### config.mk
export PLATFORM = sky130hd
export DESIGN_NAME = stk_eng_cmd
export DESIGN_NICKNAME = d
export VERILOG_FILES = /design/src/rtl/stk_eng_cmd.sv
export SDC_FILE = /design/constraint.sdc
export NUM_CORES = 1
export LEC_CHECK = 0
export ABC_AREA = 1
export BUFFER_PORTS_ARGS = -buffer_cell sky130_fd_sc_hd__buf_2
export CAP_MARGIN = 20
export CORE_MARGIN = 4
export CORE_UTILIZATION = 40
export DETAILED_ROUTE_END_ITERATION = 12
export GPL_TIMING_DRIVEN = 1
export REMOVE_ABC_BUFFERS = 1
export SLEW_MARGIN = 40
export SYNTH_ARGS = -nofsm -noshare
export SYNTH_HDL_FRONTEND = slang
export SYNTH_SLANG_ARGS = --single-unit
### constraint.sdc
create_clock -name clk -period 12.05 [get_ports clk]
set_input_delay 1.205 -clock clk [delete_from_list [all_inputs] [get_ports clk]]
set_output_delay 1.205 -clock clk [all_outputs]
set_load 0.01 [all_outputs]
### src/rtl/stk_eng_cmd.sv
`default_nettype none
// ============================================================================
// Module      : stk_eng_cmd (with package stk_pkg)
// Description : Per-engine command issuer for the stack pipeline. Buffers
//               PUSH/POP requests in a small FIFO, holds each command on the
//               pipe lane until acked, and tracks acked-but-unresponded
//               commands against a credit limit.
//               Optional feature macro: STK_ENG_CMD_TMO_EN (ack watchdog).
// Revision    : 1.0 - initial release
// ============================================================================

package stk_pkg;
    typedef enum logic [1:0] {
        NOP  = 2'd0,
        PUSH = 2'd1,
        POP  = 2'd2
    } opcode_t;
endpackage

module stk_eng_cmd #(
    parameter int FIFO_N     = 4,
    parameter int INFLIGHT_N = 8,
    parameter int TMO_CYC    = 1023
) (
    input  logic             clk,
    input  logic             rst,
    input  logic             in_vld,
    input  stk_pkg::opcode_t in_opcode,
    input  logic [127:0]     in_dat,
    output logic             in_rdy,
    output stk_pkg::opcode_t cmd_opcode,
    output logic [127:0]     cmd_dat,
    input  logic             cmd_ack,
    input  logic             rsp_vld,
    output logic             rsp_done,
    output logic [7:0]       inflight,
    output logic             idle,
    output logic [1:0]       err_r
);
    import stk_pkg::*;

    localparam int       c_AW  = $clog2(FIFO_N);
    localparam bit [7:0] c_INF = 8'(INFLIGHT_N);

    typedef enum logic [1:0] {
        S_IDLE  = 2'd0,
        S_ISSUE = 2'd1,
        S_STALL = 2'd2
    } state_t;

    state_t          r_cs;
    opcode_t         r_cmd_op;
    logic [127:0]    r_cmd_dat;
    opcode_t         r_mem_op  [FIFO_N];
    logic [127:0]    r_mem_dat [FIFO_N];
    logic [c_AW:0]   r_wp;
    logic [c_AW:0]   r_rp;
    logic            r_in_rdy;
    logic [7:0]      r_inflight;
    logic            r_rsp_done;
    logic            r_err_rsp;
    logic            w_err_tmo;

    logic            w_empty;
    logic            w_push;
    logic            w_ack;
    logic            w_rsp_ok;
    logic            w_load;
    logic [7:0]      w_inf_nxt;
    logic [c_AW:0]   w_wp_nxt;
    logic [c_AW:0]   w_rp_nxt;
    logic            w_full_nxt;

    assign w_empty   = (r_wp == r_rp);
    assign w_push    = in_vld && r_in_rdy && (in_opcode != NOP);
    assign w_ack     = (r_cs == S_ISSUE) && cmd_ack;
    // A response with nothing in flight is an error, not a credit return.
    assign w_rsp_ok  = rsp_vld && (r_inflight != 8'd0);
    assign w_inf_nxt = r_inflight + {7'd0, w_ack} - {7'd0, w_rsp_ok};

    // Head loads from IDLE/STALL on current credit; from ISSUE only on ack,
    // judged against the credit count after this cycle's update.
    always_comb begin
        w_load = 1'b0;
        case (r_cs)
            S_IDLE, S_STALL: w_load = !w_empty && (r_inflight < c_INF);
            S_ISSUE:         w_load = w_ack && !w_empty && (w_inf_nxt < c_INF);
            default:         w_load = 1'b0;
        endcase
    end

    assign w_wp_nxt   = r_wp + (c_AW+1)'(w_push);
    assign w_rp_nxt   = r_rp + (c_AW+1)'(w_load);
    assign w_full_nxt = (w_wp_nxt[c_AW] != w_rp_nxt[c_AW]) &&
                        (w_wp_nxt[c_AW-1:0] == w_rp_nxt[c_AW-1:0]);

    // FIFO storage; contents need no reset since the pointers define validity.
    always_ff @(posedge clk) begin
        if (w_push) begin
            r_mem_op[r_wp[c_AW-1:0]]  <= in_opcode;
            r_mem_dat[r_wp[c_AW-1:0]] <= in_dat;
        end
    end

    // FIFO pointers and registered ready derived from next-state fullness.
    always_ff @(posedge clk) begin
        if (rst) begin
            r_wp     <= '0;
            r_rp     <= '0;
            r_in_rdy <= 1'b1;
        end else begin
            r_wp     <= w_wp_nxt;
            r_rp     <= w_rp_nxt;
            r_in_rdy <= !w_full_nxt;
        end
    end

    // Issue FSM with registered command lane.
    always_ff @(posedge clk) begin
        if (rst) begin
            r_cs      <= S_IDLE;
            r_cmd_op  <= NOP;
            r_cmd_dat <= '0;
        end else begin
            if (w_load) begin
                r_cs      <= S_ISSUE;
                r_cmd_op  <= r_mem_op[r_rp[c_AW-1:0]];
                r_cmd_dat <= r_mem_dat[r_rp[c_AW-1:0]];
            end else begin
                case (r_cs)
                    S_IDLE, S_STALL: begin
                        r_cs <= w_empty ? S_IDLE : S_STALL;
                    end
                    S_ISSUE: begin
                        if (w_ack) begin
                            r_cs      <= w_empty ? S_IDLE : S_STALL;
                            r_cmd_op  <= NOP;
                            r_cmd_dat <= '0;
                        end
                    end
                    default: begin
                        r_cs      <= S_IDLE;
                        r_cmd_op  <= NOP;
                        r_cmd_dat <= '0;
                    end
                endcase
            end
        end
    end

    // Credit tracking, response echo and sticky response error.
    always_ff @(posedge clk) begin
        if (rst) begin
            r_inflight <= 8'd0;
            r_rsp_done <= 1'b0;
            r_err_rsp  <= 1'b0;
        end else begin
            r_inflight <= w_inf_nxt;
            r_rsp_done <= w_rsp_ok;
            if (rsp_vld && (r_inflight == 8'd0)) begin
                r_err_rsp <= 1'b1;
            end
        end
    end

`ifdef STK_ENG_CMD_TMO_EN
    localparam logic [9:0] c_TMO = 10'(TMO_CYC);
    logic [9:0] r_tmo;
    logic       r_err_tmo;

    // Watchdog on cycles spent holding a command without ack.
    always_ff @(posedge clk) begin
        if (rst) begin
            r_tmo     <= 10'd0;
            r_err_tmo <= 1'b0;
        end else if ((r_cs == S_ISSUE) && !cmd_ack) begin
            if (r_tmo != c_TMO) begin
                r_tmo <= r_tmo + 10'd1;
            end
            if (r_tmo == (c_TMO - 10'd1)) begin
                r_err_tmo <= 1'b1;
            end
        end else begin
            r_tmo <= 10'd0;
        end
    end

    assign w_err_tmo = r_err_tmo;
`else
    assign w_err_tmo = 1'b0;
`endif

    assign in_rdy     = r_in_rdy;
    assign cmd_opcode = r_cmd_op;
    assign cmd_dat    = r_cmd_dat;
    assign rsp_done   = r_rsp_done;
    assign inflight   = r_inflight;
    assign idle       = w_empty && (r_cs != S_ISSUE) && (r_inflight == 8'd0);
    assign err_r      = {w_err_tmo, r_err_rsp};

endmodule
`default_nettype wire

==> reports/results.txt <==
The final RePlAce weighted congestion came out at 0.823. The endpoint identified for the worst register-to-register timing path is cmd_dat[30]. Once placement finished, the instance area stood at 27200 sq um.

Before CTS, the worst setup slack after placement is 6.60 ns. Setup repair after global routing left no endpoint under its margin. The area growth from synthesis to layout is 17.9%.

The longest clock path from root to sink contains 3 buffers. The biggest fanout along the worst timing path was 77. In this run, the number of DRC markers left after iteration 0 of detailed routing was 1332. Setup violations remaining at the end of the flow were counted as 0. The share of synthesized cell area in and, or, nand and nor gates was 0.105; the total wire length was 66.3 mm.

The wire-length estimate of the detail-placed layout is 34.4 mm. The core region is 61900 sq um. The startpoint identified for the worst register-to-register timing path is inflight[3]. The clock reaches the later pin of the worst-skew pair after 0.60 ns. The run gives 100 mm as the wire length of the first global-routing pass. The complex-gate fraction of the synthesized area works out to 0.112.

The xor/xnor share of the synthesized area came out at 0.00209. After detailed routing, the average wire length per cell comes to 21.0 um. The number of vias per cell was 5.41; the number of filler instances in the final layout was 5497.

The share of synthesized area spent on multiplexers is 0, and the depth of the worst hold-timing path is 2. The tools report the sequential element share of the synthesized area as 0.739. Setup slack closes at 7.01 ns.

CTS built an H-tree with a depth of 3. The fraction of final layout cells sized beyond drive strength 1 was 0.188. The number of gates given a new drive strength after cts came out at 0. The maximum ir drop on the vdd rail was 0.155 mV. Once layout is done, the placed cells without fillers occupy 29700 sq um.

The flow ran to the end, and the final reports show no timing, DRC or antenna violations. Clock tree synthesis selected as its root buffer the cell sky130_fd_sc_hd__clkbuf_16. Across the run, the number of max-cap violations was 0. The number of global-route vias before repair was 16744; the register bit total from synthesis was 669. The gate count after technology mapping is 2023. For the pin with the worst max-slew slack, the measured transition is 0.815 ns. For hold timing, the worst endpoint is r_err_rsp. STA classifies the critical path startpoint as a flop.

Unique cell type count in the Yosys netlist: 31. Global routing finished with a remaining overflow of 0. After routing, the total negative slack on setup checks comes to 0 ns. The hold slack came out at 0.448 ns. Main combinational cell family by area after synthesis: compound AO/OA/AOI/OAI gates.

In this run the worst hold path is classified as flop to flop. The number of standard-cell rows in the floorplan is 91, and the clock period minus final worst setup slack is 5.04 ns. The initial antenna violation count was 21; the largest net degree at the start of global routing was 162. TritonCTS built the clock tree. The mean cell area of the mapped netlist is 12.4 sq um. The critical path is of the flop to flop type. Vertical extent of the die: 259 um.

The max-slew violation total from the final report is 0, and the relative max-transition margin is 0.457. Based on the critical path, the design can be clocked at up to 0.198 GHz. The setup fix buffers added after clock tree synthesis was 0; the leakage power total was 0.0105 uW. Counting the buffers created by CTS gives 73. The run gives 0 as the final number of hold-violating endpoints. The post-route clock period utilization came out at 0.418. The total power divided by cell area came out at 204 nW/um^2. The startpoint identified for the worst hold timing path is r_err_rsp.

Measured in cells, the most critical reg-to-reg path has a length of 22. CTS saw 669 sinks. The tools report the first-pass detailed-route iteration total as 5. The tools report the number of buffers inserted by hold repair at cts as 0. Clock skew on the completed layout was measured at 0.0208 ns.

The adder and majority gate portion of the synthesized area is 0.00826. The number of input and output port buffers inserted came out at 276. The synthesized netlist occupies a cell area of 25200 sq um. For this run, design rule violations remaining after detail routing come to 0. The final layout contains 2395 nets. For the worst setup path, the data required time is 12.56 ns. Pin placement for this block handled 278 I/O pins.

Global router's overall resource usage: 0.193. The worst register-to-register path has a setup slack of 7.01 ns. The worst setup path is captured at a flop.

The Yosys step of the flow raised 0 warnings. From left edge to right edge, the die measures 259 um. The die covers 67000 sq um.

The post-route antenna net violation count was 0. The endpoint arrival time on the critical path is 5.55 ns. Clock-pin slew was measured on the worst setup and hold paths at 0.06 ns. The initial core utilization was 0.406. For the number of vias after detailed routing, the log shows 17042.
-- stage by stage --
step	util	std cells	power (uW)
global route	0.479	3145	6370
global placement	0.439	3004	3920
finish	0.479	3150	6060
floorplan	-	1864	3510
detailed placement	0.440	3004	3950
CTS	0.478	3138	6120
-- Yosys cell counts --
cell type / count / share of area
sky130_fd_sc_hd__edfxtp_1: 520 / 0.62
sky130_fd_sc_hd__nor2_1: 284 / 0.042
sky130_fd_sc_hd__o21ai_0: 261 / 0.052
sky130_fd_sc_hd__nand2_1: 166 / 0.025
sky130_fd_sc_hd__dfxtp_1: 149 / 0.12
sky130_fd_sc_hd__a21oi_1: 140 / 0.028
sky130_fd_sc_hd__nand4_1: 130 / 0.032
sky130_fd_sc_hd__o22ai_1: 130 / 0.032
sky130_fd_sc_hd__clkbuf_1: 105 / 0.016
sky130_fd_sc_hd__inv_1: 35 / 0.0052
sky130_fd_sc_hd__buf_2: 27 / 0.0054
sky130_fd_sc_hd__buf_1: 17 / 0.0025
sky130_fd_sc_hd__ha_1: 15 / 0.0075
sky130_fd_sc_hd__nand3_1: 7 / 0.0014
sky130_fd_sc_hd__buf_6: 6 / 0.0027
sky130_fd_sc_hd__nor3_1: 6 / 0.0012
sky130_fd_sc_hd__buf_4: 4 / 0.0012
sky130_fd_sc_hd__xnor2_1: 4 / 0.0014
sky130_fd_sc_hd__inv_2: 3 / 0.00045
sky130_fd_sc_hd__or2_1: 2 / 0.00050
sky130_fd_sc_hd__xor2_1: 2 / 0.00070
sky130_fd_sc_hd__and2_1: 1 / 0.00025
sky130_fd_sc_hd__clkinv_1: 1 / 0.00015
sky130_fd_sc_hd__conb_1: 1 / 0.00015
sky130_fd_sc_hd__fa_1: 1 / 0.00080
sky130_fd_sc_hd__nand2_2: 1 / 0.00025
sky130_fd_sc_hd__nand2_4: 1 / 0.00045
sky130_fd_sc_hd__nand3b_1: 1 / 0.00030
sky130_fd_sc_hd__nand4_2: 1 / 0.00050
sky130_fd_sc_hd__nor2_2: 1 / 0.00025
sky130_fd_sc_hd__o2111ai_1: 1 / 0.00035
-- worst max-delay path, stage by stage (launching register included) --
cell and delay [ns]:
sky130_fd_sc_hd__dfxtp_1 0.32, sky130_fd_sc_hd__inv_1 0.13, sky130_fd_sc_hd__ha_1 0.16, sky130_fd_sc_hd__nand2_1 0.05
sky130_fd_sc_hd__nor3_1 0.32, sky130_fd_sc_hd__nor2_1 0.09, sky130_fd_sc_hd__ha_1 0.31, sky130_fd_sc_hd__inv_1 0.06
sky130_fd_sc_hd__ha_1 0.15, sky130_fd_sc_hd__inv_1 0.06, sky130_fd_sc_hd__fa_1 0.39, sky130_fd_sc_hd__inv_1 0.08
sky130_fd_sc_hd__nand2_1 0.07, sky130_fd_sc_hd__nand2_1 0.09, sky130_fd_sc_hd__nand3_1 0.10, sky130_fd_sc_hd__nand3_1 0.10
sky130_fd_sc_hd__nand2_1 0.06, sky130_fd_sc_hd__nor2_1 0.29, sky130_fd_sc_hd__nand2_8 0.41, sky130_fd_sc_hd__nand2_8 0.62
sky130_fd_sc_hd__buf_6 0.59, sky130_fd_sc_hd__nand2_1 0.13, sky130_fd_sc_hd__a21oi_1 0.17
-- sequential cells by signal, summed over array words and instances, names as in the netlist --
signal      count
cmd_dat       128
r_cs            2
rsp_done        1
inflight        8
cmd_opcode      2
r_rp            3
r_wp            3
r_mem_op        8
r_mem_dat     512
in_rdy          1
r_err_rsp       1
-- report_power, final --
part | internal (uW) | switching, uW
Sequential | 2660 | 76.1
Combinational | 347 | 815
Clock | 1290 | 879
Total | 4290 | 1770
-- worst max-delay path by stage --
| stage | from | endpoint | slack, ns | cells past startpoint |
|---|---|---|---|---|
| global placement | cmd_ack | cmd_dat[54] | 6.45 | 21 |
| detailed placement | cmd_ack | cmd_dat[30] | 6.60 | 21 |
| CTS | inflight[3] | cmd_dat[30] | 7.03 | 22 |
| global route | inflight[4] | cmd_dat[47] | 6.58 | 22 |
| floorplan | in_vld | r_mem_dat[2][0] | 1.04 | 4 |
| finish | inflight[3] | cmd_dat[30] | 7.01 | 22 |
-- metal layers --
layer,share of wire,vias to the layer above,track usage
li1,-,7921,-
met1,0.43,8501,0.256
met2,0.48,486,0.314
met3,0.072,108,0.0470
met4,0.021,26,0.0618
met5,0.0024,-,0
-- cell type report --
class / instances / area, sq um / area share
Tap cell: 837 / 1050 / 0.0353
Multi-Input combinational cell: 1156 / 5800 / 0.195
Timing Repair Buffer: 305 / 1670 / 0.0562
Antenna cell: 10 / 25.0 / 0.000843
Clock buffer: 103 / 2100 / 0.0709
Clock inverter: 31 / 262 / 0.00881
Inverter: 39 / 161 / 0.00544
Sequential cell: 669 / 18600 / 0.627
-- logic make-up (layout without fill, tap and decap cells) --
family | Yosys count | count (layout)
adder cells (fa/ha/maj) | 16 | 16
flip-flops | 669 | 669
AND/OR/NAND/NOR | 601 | 601
buffers and inverters | 198 | 478
AO/OA/AOI/OAI | 532 | 532
other | 1 | 11
XOR/XNOR | 6 | 6
-- placed cells by master, fill, tap and decap left out, drive strengths merged --
master / count
edfxtp: 520
buf: 304
nor2: 285
o21ai: 261
nand2: 168
dfxtp: 149
a21oi: 140
nand4: 131
o22ai: 130
clkbuf: 104
inv: 40
clkinv: 26
ha: 15
diode: 10
nand3: 7
nor3: 6
xnor2: 4
bufinv: 3
xor2: 2
or2: 2
o2111ai: 1
and2: 1
nand3b: 1
fa: 1
conb: 1
clkinvlp: 1
Note: power is estimated with default switching activity, not from simulation.
